`src/rtl/ps2_event_rx.sv`:
```
// PS/2 keyboard receiver: frames -> {break, extended, code} events in a FIFO, plus live modifier state.
// Latency: 2 clk from the filtered ps2_clk stop-bit falling edge to evt_valid on an empty FIFO.
// Backpressure: evt_valid/evt_ready handshake; events arriving at a full FIFO are dropped with ovf_pulse.
//
// Ports:
//   clk, reset_n          system clock, synchronous active-low reset
//   ps2_clk, ps2_data     raw asynchronous PS/2 pad inputs
//   evt_valid/evt_ready   FIFO head handshake, evt_data = {break, extended, code[7:0]}
//   fifo_count            events stored
//   mods                  {caps_lock, alt, ctrl, shift}
//   err_pulse, ovf_pulse  discarded-frame / dropped-event strobes
//   err_count             saturating count of cycles with either strobe

// Generic first-word-fall-through FIFO: head is visible whenever count != 0.
// Latency: 1 clk from push to head visible.
// Backpressure: caller must only push when !full, or when full with a pop in the same cycle.
module sync_fifo #(
  parameter int DW = 8,
  parameter int AW = 2
) (
  input  logic          clk,
  input  logic          reset_n,
  input  logic          push_vld,
  input  logic [DW-1:0] push_dat,
  input  logic          pop,
  output logic          full,
  output logic [AW:0]   count,
  output logic [DW-1:0] head
);
  logic [DW-1:0] mem_q [2**AW];
  logic [AW-1:0] wr_ptr_q, rd_ptr_q;
  logic [AW:0]   count_q;

  // count never exceeds 2**AW, so its MSB alone flags full
  assign full  = count_q[AW];
  assign count = count_q;
  assign head  = mem_q[rd_ptr_q];

  always_ff @(posedge clk) begin
    if (push_vld) mem_q[wr_ptr_q] <= push_dat;
  end

  always_ff @(posedge clk) begin
    if (!reset_n) begin
      wr_ptr_q <= '0;
      rd_ptr_q <= '0;
      count_q  <= '0;
    end else begin
      if (push_vld) wr_ptr_q <= wr_ptr_q + AW'(1);
      if (pop)      rd_ptr_q <= rd_ptr_q + AW'(1);
      if (push_vld && !pop)      count_q <= count_q + (AW+1)'(1);
      else if (pop && !push_vld) count_q <= count_q - (AW+1)'(1);
    end
  end
endmodule

module ps2_event_rx #(
  parameter int DEBOUNCE_CYCLES = 16,
  parameter int TIMEOUT_CYCLES  = 4096,
  parameter int FIFO_AW         = 3,
  parameter int PUSH_BREAKS     = 1,
  parameter int ERR_CNT_BITS    = 8
) (
  input  logic                    clk,
  input  logic                    reset_n,
  input  logic                    ps2_clk,
  input  logic                    ps2_data,
  output logic                    evt_valid,
  input  logic                    evt_ready,
  output logic [9:0]              evt_data,
  output logic [FIFO_AW:0]        fifo_count,
  output logic [3:0]              mods,
  output logic                    err_pulse,
  output logic                    ovf_pulse,
  output logic [ERR_CNT_BITS-1:0] err_count
);
  localparam int DBW = $clog2(DEBOUNCE_CYCLES + 1);
  localparam int TOW = $clog2(TIMEOUT_CYCLES + 1);

  localparam logic [1:0] ST_IDLE = 2'd0;
  localparam logic [1:0] ST_EXT  = 2'd1;
  localparam logic [1:0] ST_BRK  = 2'd2;

  logic clk_s1_q, clk_s2_q, dat_s1_q, dat_s2_q;
  logic filt_q, filt_d, filt_prev_q;
  logic [DBW-1:0] deb_cnt_q, deb_cnt_d;
  logic [TOW-1:0] to_cnt_q, to_cnt_d;
  logic [3:0] bit_cnt_q, bit_cnt_d;
  logic [9:0] sr_q, sr_d;
  logic [1:0] state_q, state_d;
  logic ext_q, ext_d;
  logic [7:0] mod_q, mod_d;  // {caps, caps_held, ralt, lalt, rctrl, lctrl, rshift, lshift}
  logic evt_stb_q, evt_stb_d;
  logic [9:0] evt_dat_q, evt_dat_d;
  logic err_pulse_q, ovf_pulse_q;
  logic [ERR_CNT_BITS-1:0] err_cnt_q;

  logic fall, to_hit, byte_vld, frame_err, is_prefix, key_evt, ev_brk;
  logic [7:0] rx_byte;
  logic [8:0] key;
  logic fifo_full, fifo_pop, fifo_push, ovf_d, err_d;
  logic [9:0] fifo_head;

  // Filter: the synchronised level must differ from the accepted level for
  // DEBOUNCE_CYCLES consecutive samples before it is taken.
  always_comb begin
    filt_d    = filt_q;
    deb_cnt_d = '0;
    if (clk_s2_q != filt_q) begin
      if (deb_cnt_q == DBW'(DEBOUNCE_CYCLES - 1)) filt_d = clk_s2_q;
      else deb_cnt_d = deb_cnt_q + DBW'(1);
    end
  end

  assign fall   = filt_prev_q && !filt_q;
  assign to_hit = (bit_cnt_q != 4'd0) && filt_q && (to_cnt_q == TOW'(TIMEOUT_CYCLES - 1));

  always_comb begin
    to_cnt_d = '0;
    if (bit_cnt_q != 4'd0 && filt_q && !to_hit) to_cnt_d = to_cnt_q + TOW'(1);
  end

  // Bits shift in from the top; after ten edges sr_q = {parity, data[7:0], start}.
  always_comb begin
    bit_cnt_d = bit_cnt_q;
    sr_d      = sr_q;
    byte_vld  = 1'b0;
    frame_err = 1'b0;
    if (to_hit) begin
      bit_cnt_d = 4'd0;
    end else if (fall) begin
      if (bit_cnt_q == 4'd10) begin
        bit_cnt_d = 4'd0;
        if (!sr_q[0] && dat_s2_q && (^sr_q[9:1])) byte_vld  = 1'b1;
        else                                       frame_err = 1'b1;
      end else begin
        sr_d      = {dat_s2_q, sr_q[9:1]};
        bit_cnt_d = bit_cnt_q + 4'd1;
      end
    end
  end

  assign rx_byte   = sr_q[8:1];
  assign ev_brk    = (state_q == ST_BRK);
  assign is_prefix = (rx_byte == 8'hE0) || (rx_byte == 8'hF0);
  assign key_evt   = byte_vld && !is_prefix;
  assign key       = {ext_q, rx_byte};

  always_comb begin
    state_d   = state_q;
    ext_d     = ext_q;
    evt_stb_d = 1'b0;
    evt_dat_d = evt_dat_q;
    if (frame_err || to_hit) begin
      state_d = ST_IDLE;
      ext_d   = 1'b0;
    end else if (byte_vld) begin
      if (rx_byte == 8'hE0) begin
        ext_d   = 1'b1;
        state_d = ev_brk ? ST_BRK : ST_EXT;
      end else if (rx_byte == 8'hF0) begin
        state_d = ST_BRK;
      end else begin
        evt_stb_d = (PUSH_BREAKS != 0) || !ev_brk;
        evt_dat_d = {ev_brk, ext_q, rx_byte};
        state_d   = ST_IDLE;
        ext_d     = 1'b0;
      end
    end
  end

  // Modifiers follow every decoded event, enqueued or not.
  always_comb begin
    mod_d = mod_q;
    if (key_evt) begin
      case (key)
        9'h012: mod_d[0] = !ev_brk;
        9'h059: mod_d[1] = !ev_brk;
        9'h014: mod_d[2] = !ev_brk;
        9'h114: mod_d[3] = !ev_brk;
        9'h011: mod_d[4] = !ev_brk;
        9'h111: mod_d[5] = !ev_brk;
        9'h058: begin
          // typematic repeats of a held caps key must not toggle again
          if (ev_brk) begin
            mod_d[6] = 1'b0;
          end else begin
            if (!mod_q[6]) mod_d[7] = !mod_q[7];
            mod_d[6] = 1'b1;
          end
        end
        default: ;
      endcase
    end
  end

  assign fifo_pop  = evt_valid && evt_ready;
  assign fifo_push = evt_stb_q && (!fifo_full || fifo_pop);
  assign ovf_d     = evt_stb_q && fifo_full && !fifo_pop;
  assign err_d     = frame_err || to_hit;

  sync_fifo #(.DW(10), .AW(FIFO_AW)) u_fifo (
    .clk      (clk),
    .reset_n  (reset_n),
    .push_vld (fifo_push),
    .push_dat (evt_dat_q),
    .pop      (fifo_pop),
    .full     (fifo_full),
    .count    (fifo_count),
    .head     (fifo_head)
  );

  always_ff @(posedge clk) begin
    if (!reset_n) begin
      clk_s1_q    <= 1'b1;
      clk_s2_q    <= 1'b1;
      dat_s1_q    <= 1'b1;
      dat_s2_q    <= 1'b1;
      filt_q      <= 1'b1;
      filt_prev_q <= 1'b1;
      deb_cnt_q   <= '0;
      to_cnt_q    <= '0;
      bit_cnt_q   <= 4'd0;
      sr_q        <= '0;
      state_q     <= ST_IDLE;
      ext_q       <= 1'b0;
      mod_q       <= '0;
      evt_stb_q   <= 1'b0;
      evt_dat_q   <= '0;
      err_pulse_q <= 1'b0;
      ovf_pulse_q <= 1'b0;
      err_cnt_q   <= '0;
    end else begin
      clk_s1_q    <= ps2_clk;
      clk_s2_q    <= clk_s1_q;
      dat_s1_q    <= ps2_data;
      dat_s2_q    <= dat_s1_q;
      filt_q      <= filt_d;
      filt_prev_q <= filt_q;
      deb_cnt_q   <= deb_cnt_d;
      to_cnt_q    <= to_cnt_d;
      bit_cnt_q   <= bit_cnt_d;
      sr_q        <= sr_d;
      state_q     <= state_d;
      ext_q       <= ext_d;
      mod_q       <= mod_d;
      evt_stb_q   <= evt_stb_d;
      evt_dat_q   <= evt_dat_d;
      err_pulse_q <= err_d;
      ovf_pulse_q <= ovf_d;
      // both strobes in one cycle count once
      if ((err_d || ovf_d) && (err_cnt_q != '1)) err_cnt_q <= err_cnt_q + ERR_CNT_BITS'(1);
    end
  end

  assign evt_valid = (fifo_count != '0);
  assign evt_data  = evt_valid ? fifo_head : 10'h000;
  assign mods      = {mod_q[7], mod_q[5] | mod_q[4], mod_q[3] | mod_q[2], mod_q[1] | mod_q[0]};
  assign err_pulse = err_pulse_q;
  assign ovf_pulse = ovf_pulse_q;
  assign err_count = err_cnt_q;
endmodule

```
`config.mk`:
```
export PLATFORM = sky130hd
export DESIGN_NAME = ps2_event_rx
export DESIGN_NICKNAME = d
export VERILOG_FILES = /design/src/rtl/ps2_event_rx.sv
export SDC_FILE = /design/constraint.sdc
export NUM_CORES = 1
export LEC_CHECK = 0
export ABC_AREA = 1
export CORE_MARGIN = 8
export CORE_UTILIZATION = 48
export DETAILED_ROUTE_END_ITERATION = 12
export PLACE_DENSITY = 0.68
export SETUP_SLACK_MARGIN = 0.1
export SLEW_MARGIN = 20
export SYNTH_ARGS = -nofsm -noshare
export SYNTH_HDL_FRONTEND = slang
export SYNTH_SLANG_ARGS = --single-unit
```
`constraint.sdc`:
```
create_clock -name clk -period 4.4 [get_ports clk]
set_input_delay 0.88 -clock clk [delete_from_list [all_inputs] [get_ports clk]]
set_output_delay 0.88 -clock clk [all_outputs]
set_load 0.005 [all_outputs]
```
### After elaboration in Yosys (flattened, before gate mapping)

Memory sizes are Yosys's and may differ from the RTL's. A register that Yosys moved wholly into a read port is not among the register bits.
Cells that the tools add are included.

| storage, ports and cells | value |
|---|---|
| flip-flop bits (word level) | 80 |
| RAM bits | 80 |
| output and inout bits | 29 |
| logic and storage cells | 137 |
| memories kept | 1 |

Memory list:

| memory | words | bits a word | rd ports | clocked after Yosys merged registers in | write ports | line | RTL |
|---|---|---|---|---|---|---|---|
| u_fifo.mem_q | 8 | 10 | 1 | 1 | 1 | 30 | `logic [DW-1:0] mem_q [2**AW];` |

| operators by class | value |
|---|---|
| add/subtract/negate cells | 8 |
| equal/unequal tests | 16 |
| muxes and demuxes | 23 |
| bitwise operators | 13 |
| reduce and logical (&&, ||, !) cells | 48 |

Operators with widths:

| cell | count |
|---|---|
| $eq 9x5->1 const B | 3 |
| $reduce_and 2->1 | 10 |
| $eq 9x7->1 const B | 2 |
| $eq 9x9->1 const B | 2 |
| $eq 8x8->1 const B | 2 |
| $logic_and 1x1->1 | 14 |
| $mux 1 | 14 |
| $add 13x1->13 const B | 1 |
| $eq 13x12->1 const B | 1 |
| $mux 4 | 3 |
| $mux 10 | 1 |
| $not 1->1 | 10 |
| $logic_not 1->1 | 9 |
| $reduce_xor 9->1 | 1 |
| $add 4x1->4 const B | 2 |
| $add 8x1->8 const B | 1 |
| $ne 8x8->1 const B | 1 |
| $reduce_and 4->1 | 2 |
| $reduce_bool 4->1 | 2 |
| $add 3x1->3 const B | 2 |
| $mux 2 | 3 |
| $mux 3 | 2 |
| $add 5x1->5 const B | 1 |
| $eq 5x4->1 const B | 1 |
| other kinds (12) | 18 |

### Longest topological paths before layout

| depth | value |
|---|---|
| depth after elaboration | 10 |
| depth in mapped cells | 16 |

### Hierarchy

From an unflattened synthesis, not the netlist that was laid out.

| second synthesis, totals | value |
|---|---|
| cell total of the unflattened synthesis | 770 |
| area, all modules | 7108.1 um^2 |

Modules (own cells, without submodules):

| module | instances | cells each | area an instance (um^2) | seq. area each (um^2) |
|---|---|---|---|---|
| sync_fifo | 1 | 351 | 3853.7 | 2662.6 |
| ps2_event_rx | 1 | 419 | 3254.4 | 1401.3 |

### Worst setup path after synthesis

No wires, ideal clock.

| path | value |
|---|---|
| path kind | input -> register |
| from | input evt_ready |
| to | register u_fifo.count_q[3], in the netlist u_fifo.count[3] |
| setup time | 0.119 ns |
| arrival | 2.419 ns |
| required time | 4.281 ns |
| path slack | 1.862 ns |
| cell stages on the path | 14 |
| cells stage by stage | nand2_1 nand2_1 nand2_1 inv_1 ha_1 inv_1 ha_1 a21o_1 a21oi_1 nor2_1 nor2_1 nand2_1 o21ai_0 a21oi_1 |

| between the ends | value |
|---|---|
| cells in the longest elaborated chain, start to end | 6 |

Ends and longest elaborated chain:

| element | line | RTL |
|---|---|---|
| start: declaration | 69 | `input logic evt_ready,` |
| $logic_and 1x1->1 (*) | 197 | `assign fifo_pop = evt_valid && evt_ready;` |
| $logic_or 1x1->1 (*) | 198 | `assign fifo_push = evt_stb_q && (!fifo_full \|\| fifo_pop);` |
| $logic_and 1x1->1 (*) | 198 |  |
| net fifo_push | 101 | `logic fifo_full, fifo_pop, fifo_push, ovf_d, err_d;` |
| $logic_not 1->1 | 52 | `else if (pop && !push_vld) count_q <= count_q - (AW+1)'(1);` |
| $logic_and 1x1->1 | 52 |  |
| $reduce_bool 2->1 (no source line) | n/a |  |
| end signal: assignment | 51 | `if (push_vld && !pop) count_q <= count_q + (AW+1)'(1);` |
| end signal: assignment | 52 |  |
| end: declaration | 32 | `logic [AW:0] count_q;` |

Mark *: on every way through the listed nets, which the timed path passes. The rest lies on a longest branch.
A chain may end at the register's enable or synchronous reset.

==> flow_summary.toml <==
[synthesis]
ys_types = 40
synthFlopType = "dfxtp_1"
synth_xor_area_frac = 0.0179
synth_nets = 730
netlist_area_sq_mm = 0.00683
ys_ff_latch = 163
yosys.area_share.simple = 0.174
synth_top_family_by_area = "simple AND/OR/NAND/NOR gates"
ys_seq_area_frac = 0.595
synth_area_per_cell_sq_um = 9.72
synth-compound-area-share = 0.123
synth_edf_count = 80
muxShareOfSynthArea = 0
synth_adder_area_share = 0.0414
async_reset_ff_frac = 0
ys_warn_count = 0
netlist_instances = 703

[status]
status = "finished clean"

[floorplan]
rows = 43
io_pins = 34
die_h_um = 135
die-area_sq_mm = 0.0183
dieWidth_um = 135
core_area_sq_mm = 0.0139
start_util = 0.492

[clocking]
clk_path_buf_depth = 2
htreeDepth = 4
path_clk_slew_ns = 0.06
cts_setup_buffers = 0
cts_hold_buf = 0
numCtsBuffers = 17
cts_resized = 0
clock_latency_ns = 0.42
cts_tree = "built"
cts_sinks = 163
cts-root-buf = "clkbuf_16"

[sta]
slew_violations = 0
setup_tns_ns = 0
rsz0062_at_grt = "no"
skew_ns = 0.0106
fin_crit_ns = 3.53
finalSetupViolCount = 0
hold_viol_final = 0
period_share = 0.802
clock.fmax_mhz = 283
maxSlewHeadroom = 0.331
worstMarginPinSlew_ns = 0.999

[worst_setup_path]
critPathTopFamily = "buffers and inverters"
cpMostUsedCell = "o21ai_0"
crit_path_end_kind = "output port"
crit_fanout = 21
cp.required_ns = 3.52
cp.arrival_ns = 2.65
path_cells = "buf_4, inv_1, o21ai_0, o22ai_1, o21ai_0, a31oi_1, clkdlybuf4s50_1"
path_buf_inv = 3
max_stage_delay_ns = 0.52
slowest_stage = "clkdlybuf4s50_1"
start_kind = "register"
worstSetupPathType = "register to output port"

[place]
place.gp.congestion = 0.798
dpl.cell_count = 898
dpl.hpwl_mm = 9.41
port_buffers = 33

[power_and_ir_drop]
p_seq_frac = 0.453
pwr-share-clk = 0.353
p_comb_frac = 0.194
power_leakage_nw = 2.96
peakVddDrop_mv = 0.385
switching_share = 0.278
p_int_w = 0.00262
p_per_area_mw_per_mm2 = 462
p_sw_w = 0.00101

[worst_hold_path]
hold_class = "register to register"

[grt]
grt_use_total = 0.163
grt_pass1_wl_mm = 23.7
overflow = 0
grt_pass1_vias = 4957
antenna_found_initial = 0
grt_max_degree = 42

[drt]
drcViolationCount = 0
avgRoutedWirePerCell_um = 15.0
drt_iter0_drc = 418
via_count = 4947
finalWirelength_mm = 14.0
first_pass_iters = 7
final_antenna_net_count = 0
via_per_inst = 5.32

[cells_and_area]
final_core_utilization = 0.565
antennaDiodeCount = 0
fin_cells = 930
areaGrowthSynthToFinish_pct = 14.8
layout-drive-gt1-share = 0.0827
nets = 764
fillCellCount = 1209

[run]
maxCapViolCount = 0
[sequential cells by signal (all words and copies together), names as in the netlist, 4 cells and up, named ones only]
register / count
deb_cnt_q: 5
u_fifo.mem_q: 80
err_count: 8
evt_dat_q: 10
bit_cnt_q: 4
sr_q: 10
u_fifo.count: 4
mod_q: 8
to_cnt_q: 13
[power groups by stage]
stage	registers, W	logic [W]	clock network [W]
final	0.00164	0.000703	0.00128
after CTS	0.00164	0.000705	0.00130
after global routing	0.00165	0.000797	0.00136
after global placement	0.00167	0.000683	0
after detailed placement	0.00167	0.000699	0
after floorplan	0.00167	0.000446	0
[metal layers]
| layer | wire (um) | track usage | vias to the layer above | part of all wire |
|---|---|---|---|---|
| met5 | 0 | 0 | - | 0 |
| met4 | 170 | 0.0574 | 0 | 0.012 |
| met3 | 673 | 0.0460 | 14 | 0.048 |
| met2 | 6790 | 0.269 | 116 | 0.49 |
| met1 | 6330 | 0.200 | 2344 | 0.45 |
| li1 | - | - | 2473 | - |
[cell type report]
type,instances,area [sq um],area share
Multi-Input combinational cell,455,2430,0.310
Inverter,59,223,0.0284
Tap cell,180,225,0.0287
Timing Repair Buffer,41,390,0.0498
Sequential cell,163,4060,0.518
Clock buffer,22,444,0.0566
Clock inverter,10,63.8,0.00814
[cells by family after synthesis]
group | count (synthesis)
AND/OR/NAND/NOR | 261
buffers and inverters | 85
adder cells (fa/ha/maj) | 22
AO/OA/AOI/OAI | 158
flip-flops | 163
XOR/XNOR | 14
[cells in the mapped netlist, types with 7 or more instances]
master,instances,area share
a21oi_1,49,0.036
a31oi_1,14,0.013
clkbuf_1,20,0.011
dfxtp_1,83,0.24
edfxtp_1,80,0.35
ha_1,21,0.038
inv_1,53,0.029
nand2_1,64,0.035
nand3_1,33,0.024
nor2_1,123,0.068
nor3_1,7,0.0051
o21ai_0,72,0.053
o22ai_1,10,0.0092
or2_2,8,0.0073
xor2_1,8,0.010
[path summary, 6_finish.rpt]
check / slack (ns) / depth (start not counted) / endpoint / startpoint
hold / removal: 0.41 / 1 / clk_s2_q / clk_s1_q
setup reg to reg: 1.25 / 16 / u_fifo.count[3] / u_fifo.count[0]
hold reg to reg: 0.41 / 1 / clk_s2_q / clk_s1_q
setup / recovery: 0.87 / 7 / evt_data[0] / register
[through the flow]
stage          hold slack (ns)  instance area [sq um]  setup WS, ns  power (W)
2_1_floorplan            0.393                   6830          1.86    0.00212
3_3_place_gp             0.396                   7340          1.24    0.00235
3_5_place_dp             0.402                   7340          1.14    0.00237
4_1_cts                  0.416                   7840         0.865    0.00365
5_1_grt                  0.433                   7840         0.596    0.00380
6_report                 0.413                   7840         0.873    0.00362
[cells in the final DEF, fill, tap and decap left out, types with 2 or more instances in the layout]
cell,synthesis,routed
nor2_1,123,123
dfxtp_1,83,83
edfxtp_1,80,80
o21ai_0,72,72
nand2_1,64,64
inv_1,53,53
a21oi_1,49,49
nand3_1,33,33
clkdlybuf4s50_1,0,33
ha_1,21,21
clkbuf_16,0,17
a31oi_1,14,14
o22ai_1,10,10
or2_2,8,8
xor2_1,8,8
buf_4,3,8
nor3_1,7,7
o21ai_1,6,6
xnor2_1,6,6
nand4_1,6,6
inv_2,5,5
clkinvlp_4,0,5
clkbuf_1,20,5
nor2_2,4,4
nor2_4,3,3
clkinv_2,1,3
nand3_2,2,2
nand3_4,2,2
nand3b_1,2,2
or2_0,2,2
o21a_1,2,2
clkinv_1,0,2
Power figures use the tool's default switching activity.
==> patch 1, RTL diff (config.mk and constraints unchanged) <==
Put a register stage on the output `fifo_count`. The value now appears one clock later. The other outputs are not delayed to match.
--- a/src/rtl/ps2_event_rx.sv
+++ b/src/rtl/ps2_event_rx.sv
@@ -82,4 +82,6 @@
   localparam logic [1:0] ST_BRK  = 2'd2;
 
+  logic [FIFO_AW:0] fifo_count_d;
+
   logic clk_s1_q, clk_s2_q, dat_s1_q, dat_s2_q;
   logic filt_q, filt_d, filt_prev_q;
@@ -207,5 +209,5 @@
     .pop      (fifo_pop),
     .full     (fifo_full),
-    .count    (fifo_count),
+    .count    (fifo_count_d),
     .head     (fifo_head)
   );
@@ -254,5 +256,5 @@
   end
 
-  assign evt_valid = (fifo_count != '0);
+  assign evt_valid = (fifo_count_d != '0);
   assign evt_data  = evt_valid ? fifo_head : 10'h000;
   assign mods      = {mod_q[7], mod_q[5] | mod_q[4], mod_q[3] | mod_q[2], mod_q[1] | mod_q[0]};
@@ -260,4 +262,8 @@
   assign ovf_pulse = ovf_pulse_q;
   assign err_count = err_cnt_q;
+  always_ff @(posedge clk) begin
+    fifo_count <= fifo_count_d;
+  end
+
 endmodule
 
Formal check against the unedited RTL: same outputs for any inputs over 10 cycles, from zero or initial values and one cycle with reset_n low; that may be too few to reach the edited logic, so the function may still have changed.
==> patch 1 against the unedited design <==
  * Final area grew 1.3%
  * Sequential power grew 4%
  * Critical path type unchanged
  * Wire length shrank 2.2%
  * Sequential share of layout area grew 0.33 points
  * Synthesized area grew 1.0%
  * Cell count grew 1.5%
  * Synthesized cell count grew 2.0%
  * First-iteration DRC count shrank 15%
  * Sequential cell count grew 4
  * Critical endpoint is now evt_data[4]
  * Worst setup slack lost 0.038 ns
  * Power grew 6.0%
  * Largest power group unchanged
==> patch 1: results (changes against the unedited design) <==
syn_area_per_cell 9.63 µm² (-0.95%); M1 WL 6120 µm (-3.3%); drt first pass iters 5 (-2); Met2 Routed Length 6700 µm (-1.4%); placed cells 912 (+1.6%); fmax 0.280 GHz (-1.1%); routed vias/inst 5.25 (-1.3%); LEAKAGE 3.05 nW (+2.9%); worst endpoint data arrival time 2.69 ns (+0.04 ns); Tot GR Track Use 15.6% (-0.75 points); final HPWL from detailed placement 9110 µm (-3.2%); hold slack 0.388 ns (-0.0250 ns); global-route wire length before repair 22,700 µm (-4.0%); layout cells sized above 1 7.76% (-0.50 points); clock transition at the registers of the reported paths 0.06 ns (about the same); met3 WL 623 µm (-7.4%); Layout Nets 774 (+1.3%); largest net degree at the start of global routing 41 (-2.4%); Avg WL per Cell 14.5 µm (-3.6%); R2R setup slack 1.41 ns (+0.16 ns); synth unique cells 38 (-5.0%); number of global-route vias before repair 4,815 (-2.9%); top cells by area, synth edfxtp_1 35%, dfxtp_1 25%, nor2_1 7.0%; post-synthesis sequential area ratio 60.0% (+0.56 points); syn nets 744 (+1.9%); status completed; relative slew slack 31.9% (-1.3 points); Placer Congestion 0.857 (+7.3%); worst slack at placement 1.11 ns (-0.0301 ns); worst vdd ir 359 µV (-6.6%); Cell Area, Placed 0.00738 mm² (+0.63%); number of DRC markers in iteration 0 355 (-15%); final clock skew 0.00791 ns (-0.00271 ns)
-- patch 1: changes by cell type after synthesis, sizes merged, moves of 2 or more --
cell | before | now
a31oi | 14 | 11
clkbuf | 20 | 22
dfxtp | 83 | 87
nand2 | 66 | 83
nand3 | 37 | 32
nor2 | 130 | 133
xnor2 | 6 | 2
xor2 | 8 | 11
-- patch 1: power by group --
group	total [mW]	internal [mW]	switching, mW
sequential	1.70	1.66	0.0368
clock	1.43	0.792	0.633
combinational	0.715	0.297	0.418
-- patch 1: path summary, 6_finish.rpt --
check | start | to | cells after the start
max | flip-flop | evt_data[4] | 7
min | u_fifo.count[2] | fifo_count[2] | 0
max reg2reg | u_fifo.count[0] | u_fifo.count[3] | 16
min reg2reg | u_fifo.count[2] | fifo_count[2] | 0
-- patch 1: logic make-up (layout without fill, tap and decap cells) --
logic type	Yosys count	after routing	share of synthesized area, %
AOI/OAI and AO/OA	154	154	11.7
DFF	167	167	60.0
buffers and inverters	84	127	4.82
xor gates and xnor gates	13	13	1.65
adders and majority gates	22	22	4.10
and+or+nand+nor	277	277	17.7
-- patch 1: worst max-delay path, stage by stage, from the launching register on --
cell and delay, ns:
dfxtp_1 0.30, buf_4 0.20, inv_1 0.51, o21ai_0 0.22
o22ai_1 0.18, o21ai_0 0.12, a31oi_1 0.20, clkdlybuf4s50_1 0.53
-- patch 1: cell type report --
type | instances | area (µm²)
well taps | 184 | 230
repair buffers | 38 | 368
fillers | 1238 | 6370
clock buffers | 18 | 429
inverters | 57 | 214
multi-input cells | 466 | 2430
clock inverters | 14 | 136
flip-flops and latches | 167 | 4140
-- patch 1: routing by layer --
metal	global-route usage, %	vias up
met5	0	-
met4	6.22	0
met3	3.95	20
met2	26.6	119
met1	18.4	2332
li1	-	2487
==> patch 2, RTL diff (config.mk and constraints unchanged) <==
Without the edit above. The parameter `FIFO_AW` goes from 3 to 4.
--- a/src/rtl/ps2_event_rx.sv
+++ b/src/rtl/ps2_event_rx.sv
@@ -58,5 +58,5 @@
   parameter int DEBOUNCE_CYCLES = 16,
   parameter int TIMEOUT_CYCLES  = 4096,
-  parameter int FIFO_AW         = 3,
+  parameter int FIFO_AW         = 4,
   parameter int PUSH_BREAKS     = 1,
   parameter int ERR_CNT_BITS    = 8
Ports: changed (resized fifo_count); port bits go from 34 to 35. No check against the original RTL was run, so the function may have changed too.
==> patch 2 against the unedited design <==
  * Sequential cell count increased by 84
  * Maximum frequency fell by 8.1%
  * Synthesized area is 49% higher
  * Final area up 48%
  * Cell count up 37%
  * Sequential power rose by 54%
  * Wire length rose by 58%
  * Worst setup slack got worse by 0.31 ns
  * Clock power up 55%
  * Power rose by 55%
  * Utilization down 1.1 points
  * Critical path type unchanged
  * Largest power group unchanged
==> patch 2: results (changes against the unedited design) <==
met2 Use GR 27.1% (+0.19 points); Pwr Density 482 mW/mm² (+4.4%); Compound-Gate Fraction of Synth Area 12.6% (+0.27 points); met1 usage 21.7% (+1.6 points); worst skew pair latency 0.54 ns (+0.12 ns); Tot GR Track Use 16.5% (+0.22 points); synth unique cells 43 (+7.5%); number of DRC markers in iteration 0 614 (+47%); Met2 Routed Length 10,300 µm (+52%); M1 WL 9640 µm (+52%); final clock skew 0.0203 ns (+0.00969 ns); layout cells sized above 1 8.19% (-0.075 points); XOR/XNOR share of the synthesized area 1.46% (-0.34 points); crit path capture evt_data[4]; Post-Synth Adder-Cell Area 3.26% (-0.88 points); CTS Buffer Depth 3 (+1); Layout Nets 1,014 (+33%); placed cells 1,230 (+37%); met3 WL 1550 µm (+130%); LEAKAGE 4.50 nW (+52%); Hold Crit Start dat_s1_q; post-synthesis sequential area ratio 64.1% (+4.6 points); worst vdd ir 462 µV (+20%); Placer Congestion 0.828 (+3.8%); final WL 22,000 µm (+58%); Hold Path Sink dat_s2_q; R2R setup slack 1.66 ns (+0.41 ns); Filler Cell Count 1,798 (+49%); number of port buffers 34 (+3.0%); status completed; largest net degree at the start of global routing 81 (+93%); final HPWL from detailed placement 13,500 µm (+44%); slowest cell on the critical path buf_4; top cells by area, synth edfxtp_1 47%, dfxtp_1 17%, nor2_1 5.9%; htree depth 1 (-3); global-route wire length before repair 35,100 µm (+48%); CTS Buf Count 26 (+9); met3 Use GR 3.49% (-1.1 points); Post-synth top flop edfxtp_1; Gate Count Post-Synth 946 (+35%)
-- patch 2: per-stage QoR --
step / setup WS, ns / util, % / area (µm²) / total power [mW]
after floorplan: 1.78 / - / 10200 / 3.27
after global placement: 1.14 / 51.8 / 10900 / 3.64
after detailed placement: 1.02 / 51.8 / 10900 / 3.66
after CTS: 0.526 / 55.4 / 11600 / 5.64
after global routing: 0.390 / 55.4 / 11600 / 5.85
final: 0.564 / 55.4 / 11600 / 5.60
-- patch 2: power by group --
group,switching [mW],internal [mW]
sequential,0.0395,2.48
clock,0.853,1.12
combinational,0.678,0.428
total,1.57,4.03
-- patch 2: area by class of cell --
type                            count  area [µm²]  share of cell area (%)
Sequential cell                   247        6550                    56.4
Timing Repair Buffer               52         488                    4.20
Inverter                           66         253                    2.18
Clock inverter                      7        42.5                   0.366
Clock buffer                       39         719                    6.19
Multi-Input combinational cell    590        3220                    27.7
Tap cell                          275         344                    2.96
